[config.mk]
export PLATFORM = sky130hd
export DESIGN_NAME = mult32x32_arbiter
export DESIGN_NICKNAME = d
export VERILOG_FILES = /design/src/rtl/mult32x32_arbiter.sv
export SDC_FILE = /design/constraint.sdc
export NUM_CORES = 1
export LEC_CHECK = 0
export ABC_AREA = 0
export ABC_CLOCK_PERIOD_IN_PS = 11250
export CORE_MARGIN = 2
export CORE_UTILIZATION = 30
export DETAILED_ROUTE_END_ITERATION = 16
export GPL_ROUTABILITY_DRIVEN = 1
export PLACE_DENSITY_LB_ADDON = 0.08
export SLEW_MARGIN = 5
export SYNTH_ARGS = -nofsm -noshare
export SYNTH_HDL_FRONTEND = slang
export SYNTH_SLANG_ARGS = --single-unit
[constraint.sdc]
create_clock -name clk -period 11.25 [get_ports clk]
set_input_delay 1.125 -clock clk [delete_from_list [all_inputs] [get_ports clk]]
set_output_delay 1.125 -clock clk [all_outputs]
set_load 0.03 [all_outputs]
[src/rtl/mult32x32_arbiter.sv]
// Two-port front end for a shared 4-cycle 32x32 multiplier. Each accepted request
// is carried from operand issue through product capture to its response handshake.
module mult32x32_arbiter #(
  parameter bit PRIO_FIXED = 1'b0,
  parameter int CNT_W      = 16
) (
  input  logic             clk,
  input  logic             reset,
  input  logic             req0_valid,
  output logic             req0_ready,
  input  logic [31:0]      req0_a,
  input  logic [31:0]      req0_b,
  input  logic             req1_valid,
  output logic             req1_ready,
  input  logic [31:0]      req1_a,
  input  logic [31:0]      req1_b,
  output logic             resp0_valid,
  input  logic             resp0_ready,
  output logic             resp1_valid,
  input  logic             resp1_ready,
  output logic [63:0]      resp_product,
  output logic             mult_start,
  output logic [31:0]      mult_a,
  output logic [31:0]      mult_b,
  input  logic             mult_busy,
  input  logic [63:0]      mult_product,
  output logic             busy,
  output logic [CNT_W-1:0] op_count
);

  typedef enum logic [2:0] {IDLE, ISSUE, WAIT, RUN, RESP} state_t;

  state_t state, state_nxt;
  logic   grant_id, last_grant;
  logic   win, accept, resp_fire, capture;

  // win = 1 selects port 1; on a tie round-robin favours the port not served last
  always_comb begin
    win = 1'b0;
    if (req0_valid && req1_valid) begin
      win = PRIO_FIXED ? 1'b0 : ~last_grant;
    end else begin
      win = ~req0_valid;
    end
  end

  assign accept    = (state == IDLE) && (req0_valid || req1_valid);
  assign resp_fire = (state == RESP) && (grant_id ? resp1_ready : resp0_ready);
  assign capture   = (state == RUN) && !mult_busy;

  // Ready is masked by reset so every output reads 0 while reset is held
  assign req0_ready  = accept && !win && !reset;
  assign req1_ready  = accept && win && !reset;
  assign mult_start  = (state == ISSUE);
  assign busy        = (state != IDLE);
  assign resp0_valid = (state == RESP) && !grant_id;
  assign resp1_valid = (state == RESP) && grant_id;

  always_ff @(posedge clk or posedge reset) begin
    if (reset) begin
      state <= IDLE;
    end else begin
      state <= state_nxt;
    end
  end

  always_comb begin
    state_nxt = state;
    case (state)
      IDLE:    if (accept) state_nxt = ISSUE;
      ISSUE:   state_nxt = WAIT;
      WAIT:    if (mult_busy) state_nxt = RUN;
      RUN:     if (!mult_busy) state_nxt = RESP;
      RESP:    if (resp_fire) state_nxt = IDLE;
      default: state_nxt = IDLE;
    endcase
  end

  always_ff @(posedge clk or posedge reset) begin
    if (reset) begin
      grant_id   <= 1'b0;
      last_grant <= 1'b1;
      op_count   <= '0;
    end else begin
      if (accept) grant_id <= win;
      if (resp_fire) begin
        last_grant <= grant_id;
        op_count   <= op_count + CNT_W'(1);
      end
    end
  end

  // Operands stay frozen from accept to the next accept; product holds until next capture
  always_ff @(posedge clk or posedge reset) begin
    if (reset) begin
      mult_a       <= '0;
      mult_b       <= '0;
      resp_product <= '0;
    end else begin
      if (accept) begin
        mult_a <= win ? req1_a : req0_a;
        mult_b <= win ? req1_b : req0_b;
      end
      if (capture) resp_product <= mult_product;
    end
  end

endmodule

==> run_summary.xml <==
<?xml version="1.0" encoding="UTF-8"?>
<metrics>
  <group name="setup_path">
    <metric name="critical_path.max_stage_delay" unit="ns">0.78</metric>
    <metric name="setup.worst_path.start_class" unit="">input port</metric>
    <metric name="critical_path.slowest_cell" unit="">sky130_fd_sc_hd__buf_4</metric>
    <metric name="cp_cell_sequence" unit="">clkdlybuf4s50_1 &gt; inv_6 &gt; buf_4 &gt; and2_1 &gt; clkdlybuf4s50_1</metric>
    <metric name="endpoint_kind" unit="">output port</metric>
    <metric name="worst_path_dominant_cell_family" unit="">buffers and inverters</metric>
    <metric name="cp.arrival" unit="ns">3.93</metric>
    <metric name="worst_path_most_repeated_cell" unit="">sky130_fd_sc_hd__clkdlybuf4s50_1</metric>
    <metric name="worstPathMaxFanout" unit="">91</metric>
    <metric name="worstPathRequired" unit="ns">10.13</metric>
    <metric name="cp.buffers_inverters" unit="">4</metric>
    <metric name="timing.setup.critical_path_class" unit="">in2out</metric>
  </group>
  <group name="floorplanning">
    <metric name="initial_core_util" unit="%">30.8</metric>
    <metric name="floorplan.core_area" unit="sq mm">0.0196</metric>
    <metric name="placementRows" unit="">51</metric>
    <metric name="floorplan.die.width" unit="microns">146</metric>
    <metric name="dieArea" unit="sq mm">0.0213</metric>
    <metric name="floorplan.io_pins" unit="">349</metric>
    <metric name="dieHeight" unit="microns">146</metric>
  </group>
  <group name="clocking">
    <metric name="worst_setup_hold_path_clk_slew" unit="ns">0.06</metric>
    <metric name="clk-insertion-delay-late" unit="ns">0.41</metric>
    <metric name="cts_max_path_buffers" unit="">2</metric>
    <metric name="cts_post_setup_buffers_inserted" unit="">0</metric>
    <metric name="cts.repair.resized" unit="">0</metric>
    <metric name="cts_sinks" unit="">149</metric>
    <metric name="h-tree-depth" unit="">4</metric>
    <metric name="cts_root_buf" unit="">sky130_fd_sc_hd__clkbuf_16</metric>
    <metric name="cts_tree" unit="">yes</metric>
    <metric name="numCtsBuffers" unit="">17</metric>
    <metric name="hold_buffers" unit="">0</metric>
  </group>
  <group name="synthesis">
    <metric name="share_of_the_synthesized_area_in_the_top_cell_type" unit="%">61.3</metric>
    <metric name="synthArstFlopShare" unit="%">100</metric>
    <metric name="synth_largest_area_cell" unit="">sky130_fd_sc_hd__dfrtp_1</metric>
    <metric name="yosys-top-cells-area" unit="">sky130_fd_sc_hd__dfrtp_1, sky130_fd_sc_hd__mux2_1, sky130_fd_sc_hd__a222oi_1</metric>
    <metric name="yosys_register_bits" unit="">149</metric>
    <metric name="average_footprint_of_a_synthesized_cell" unit="sq um">13.5</metric>
    <metric name="synthesis.instances" unit="">448</metric>
    <metric name="synth_enable_flop_cells" unit="">0</metric>
    <metric name="yosys_warnings" unit="">0</metric>
    <metric name="synthMostInstantiatedCell" unit="">sky130_fd_sc_hd__dfrtp_1</metric>
    <metric name="ys_types" unit="">32</metric>
    <metric name="yosysSeqAreaShare" unit="%">61.8</metric>
    <metric name="synth_top_cells_by_count" unit="">sky130_fd_sc_hd__dfrtp_1, sky130_fd_sc_hd__inv_1, sky130_fd_sc_hd__mux2_1, sky130_fd_sc_hd__a222oi_1, sky130_fd_sc_hd__buf_2</metric>
    <metric name="syn-num-nets" unit="">648</metric>
    <metric name="synthFlopType" unit="">sky130_fd_sc_hd__dfrtp_1</metric>
    <metric name="netlist_area" unit="sq mm">0.00604</metric>
  </group>
  <group name="sta">
    <metric name="slew_violations" unit="">0</metric>
    <metric name="setup_repair_after_global_routing_missed_its_margin" unit="">false</metric>
    <metric name="tightest_slew" unit="ns">0.915</metric>
    <metric name="finalSetupTns" unit="ns">0</metric>
    <metric name="slew_headroom" unit="%">38.7</metric>
    <metric name="finalCriticalPeriod" unit="ns">5.05</metric>
    <metric name="clock_skews" unit="ns">0.00794</metric>
    <metric name="worst_slack" unit="ns">6.20</metric>
    <metric name="maxClockFrequency" unit="GHz">0.198</metric>
    <metric name="setup_viol_count_final" unit="">0</metric>
    <metric name="finalCritPeriodShare" unit="%">44.9</metric>
    <metric name="hold_violations" unit="">0</metric>
  </group>
  <group name="global_routing">
    <metric name="grt_antenna_before_repair" unit="">0</metric>
    <metric name="globalRoute.totalOverflow" unit="">0</metric>
    <metric name="grt_first_pass_wirelength" unit="mm">30.2</metric>
    <metric name="globalRouteTotalUtil" unit="%">18.2</metric>
    <metric name="maximum_number_of_pins_on_one_net_before_global_route_repair" unit="">92</metric>
    <metric name="first_global_vias" unit="">5375</metric>
  </group>
  <group name="routing">
    <metric name="first_iter_violations" unit="">413</metric>
    <metric name="via_count" unit="">5025</metric>
    <metric name="drc" unit="">0</metric>
    <metric name="ant_nets" unit="">0</metric>
    <metric name="wl_per_cell" unit="microns">18.0</metric>
    <metric name="detail_route.vias_per_cell" unit="">4.71</metric>
    <metric name="drt-total-wl" unit="mm">19.2</metric>
    <metric name="drt-pass1-iter-count" unit="">10</metric>
  </group>
  <group name="layout">
    <metric name="antennaDiodeCount" unit="">0</metric>
    <metric name="fillCellCount" unit="">1725</metric>
    <metric name="final_layout_size_suffix_gt1_share" unit="%">6.61</metric>
    <metric name="syn2layout_area_growth" unit="%">71.4</metric>
    <metric name="design.final.nets" unit="">990</metric>
  </group>
  <group name="power_and_ir_drop">
    <metric name="worst_ir_drop_vdd" unit="uV">166</metric>
    <metric name="power_per_cell_area" unit="mW/mm^2">287</metric>
    <metric name="p_leak" unit="nW">4.54</metric>
  </group>
  <group name="min_path">
    <metric name="kind_of_path_behind_the_tightest_hold_check" unit="">reg2reg</metric>
  </group>
  <group name="run_status">
    <metric name="outcome" unit="">complete, no violations</metric>
  </group>
  <group name="place">
    <metric name="placement.setup.worst_slack" unit="ns">6.07</metric>
    <metric name="place.detailed.hpwl" unit="mm">14.3</metric>
    <metric name="gpl.final_weighted_congestion" unit="">0.771</metric>
    <metric name="port_buffers" unit="">348</metric>
  </group>
  <group name="job">
    <metric name="maxCapViolCount" unit="">0</metric>
  </group>
</metrics>
[cells by family (layout without fill, tap and decap cells)]
kind of cell / after synthesis / after routing / synth area share (%)
AOI/OAI and AO/OA: 71 / 71 / 11.3
xor gates and xnor gates: 15 / 15 / 2.18
adders and majority gates: 1 / 1 / 0.207
buffers and inverters: 100 / 454 / 7.23
DFF: 149 / 149 / 61.8
muxes: 66 / 66 / 12.3
and+or+nand+nor: 46 / 46 / 5.04
[placed cells by master (no fill, tap or decap), types with 2 or more instances in the layout]
master                            count
sky130_fd_sc_hd__nand2_1              9
sky130_fd_sc_hd__a222oi_1            64
sky130_fd_sc_hd__bufinv_16            3
sky130_fd_sc_hd__xnor2_1              6
sky130_fd_sc_hd__and2_1               4
sky130_fd_sc_hd__mux2_1              65
sky130_fd_sc_hd__xor2_1               9
sky130_fd_sc_hd__clkinv_2             2
sky130_fd_sc_hd__clkbuf_8             2
sky130_fd_sc_hd__nand3_1              4
sky130_fd_sc_hd__inv_6                2
sky130_fd_sc_hd__buf_4                5
sky130_fd_sc_hd__inv_1               69
sky130_fd_sc_hd__clkinvlp_4           2
sky130_fd_sc_hd__nor2_1               5
sky130_fd_sc_hd__a21oi_1              3
sky130_fd_sc_hd__and3_2               2
sky130_fd_sc_hd__nand4_1              4
sky130_fd_sc_hd__clkinv_4             3
sky130_fd_sc_hd__nor3_2              10
sky130_fd_sc_hd__dfrtp_1            148
sky130_fd_sc_hd__clkdlybuf4s50_1    348
sky130_fd_sc_hd__clkbuf_16           17
[routing by layer]
layer / global-route usage (%) / wire (microns) / up-vias
met3: 6.46 / 1590 / 27
met2: 32.5 / 10200 / 226
met4: 6.18 / 370 / 0
met5: 0 / 0 / -
met1: 20.1 / 7080 / 2450
li1: - / - / 2322
[metrics by stage]
stage	hold slack (ns)	instances	instance area, sq um	utilization, %	total power (W)
global route	0.493	1067	10300	52.8	0.00313
CTS	0.468	1067	10300	52.8	0.00301
detailed placement	0.459	1036	9740	49.7	0.00241
global placement	0.460	1036	9740	49.7	0.00239
finish	0.468	1067	10300	52.8	0.00297
floorplan	0.502	448	6040	-	0.00175
[power by group]
group | internal, W | total (W) | switching [W]
clock | 0.000360 | 0.000580 | 0.000220
combinational | 0.000655 | 0.00148 | 0.000824
sequential | 0.000776 | 0.000912 | 0.000136
[state kept, by name, indices dropped and copies added (netlist names)]
signal and flops:
resp_product 64, op_count 16, mult_a 32, mult_b 32, last_grant 1, state 3, grant_id 1
[final cells by class]
class	count	area (sq um)	area share, %
tap	265	332	3.20
timing repair buffer	353	3520	34.0
clock inverter	11	150	1.45
clock buffer	20	457	4.41
sequential	149	3730	36.0
inverter	70	268	2.59
multi-input combinational	199	1890	18.3
[path summary, 6_finish.rpt]
path	from	to	slack, ns	cells after the start
min in group asynchronous	reset	resp_product[35]$_DFFE_PP0P_	1.26	2
max reg2reg	state[1]$_DFFE_PP0P_	resp_product[26]$_DFFE_PP0P_	8.73	4
min	op_count[15]$_DFFE_PP0P_	op_count[15]$_DFFE_PP0P_	0.47	1
max	reset	req1_ready	6.20	5
max in group asynchronous	reset	mult_a[31]$_DFFE_PP0N_	8.67	3
min reg2reg	op_count[15]$_DFFE_PP0P_	op_count[15]$_DFFE_PP0P_	0.47	1
[worst register-to-register path: cells and delay by family (launching register included)]
| family | cells | cell delay, ns |
|---|---|---|
| and+or+nand+nor | 2 | 0.81 |
| buffers and inverters | 1 | 0.71 |
| DFF | 1 | 0.45 |
| muxes | 1 | 0.42 |
(Power assumes the default switching activity.)
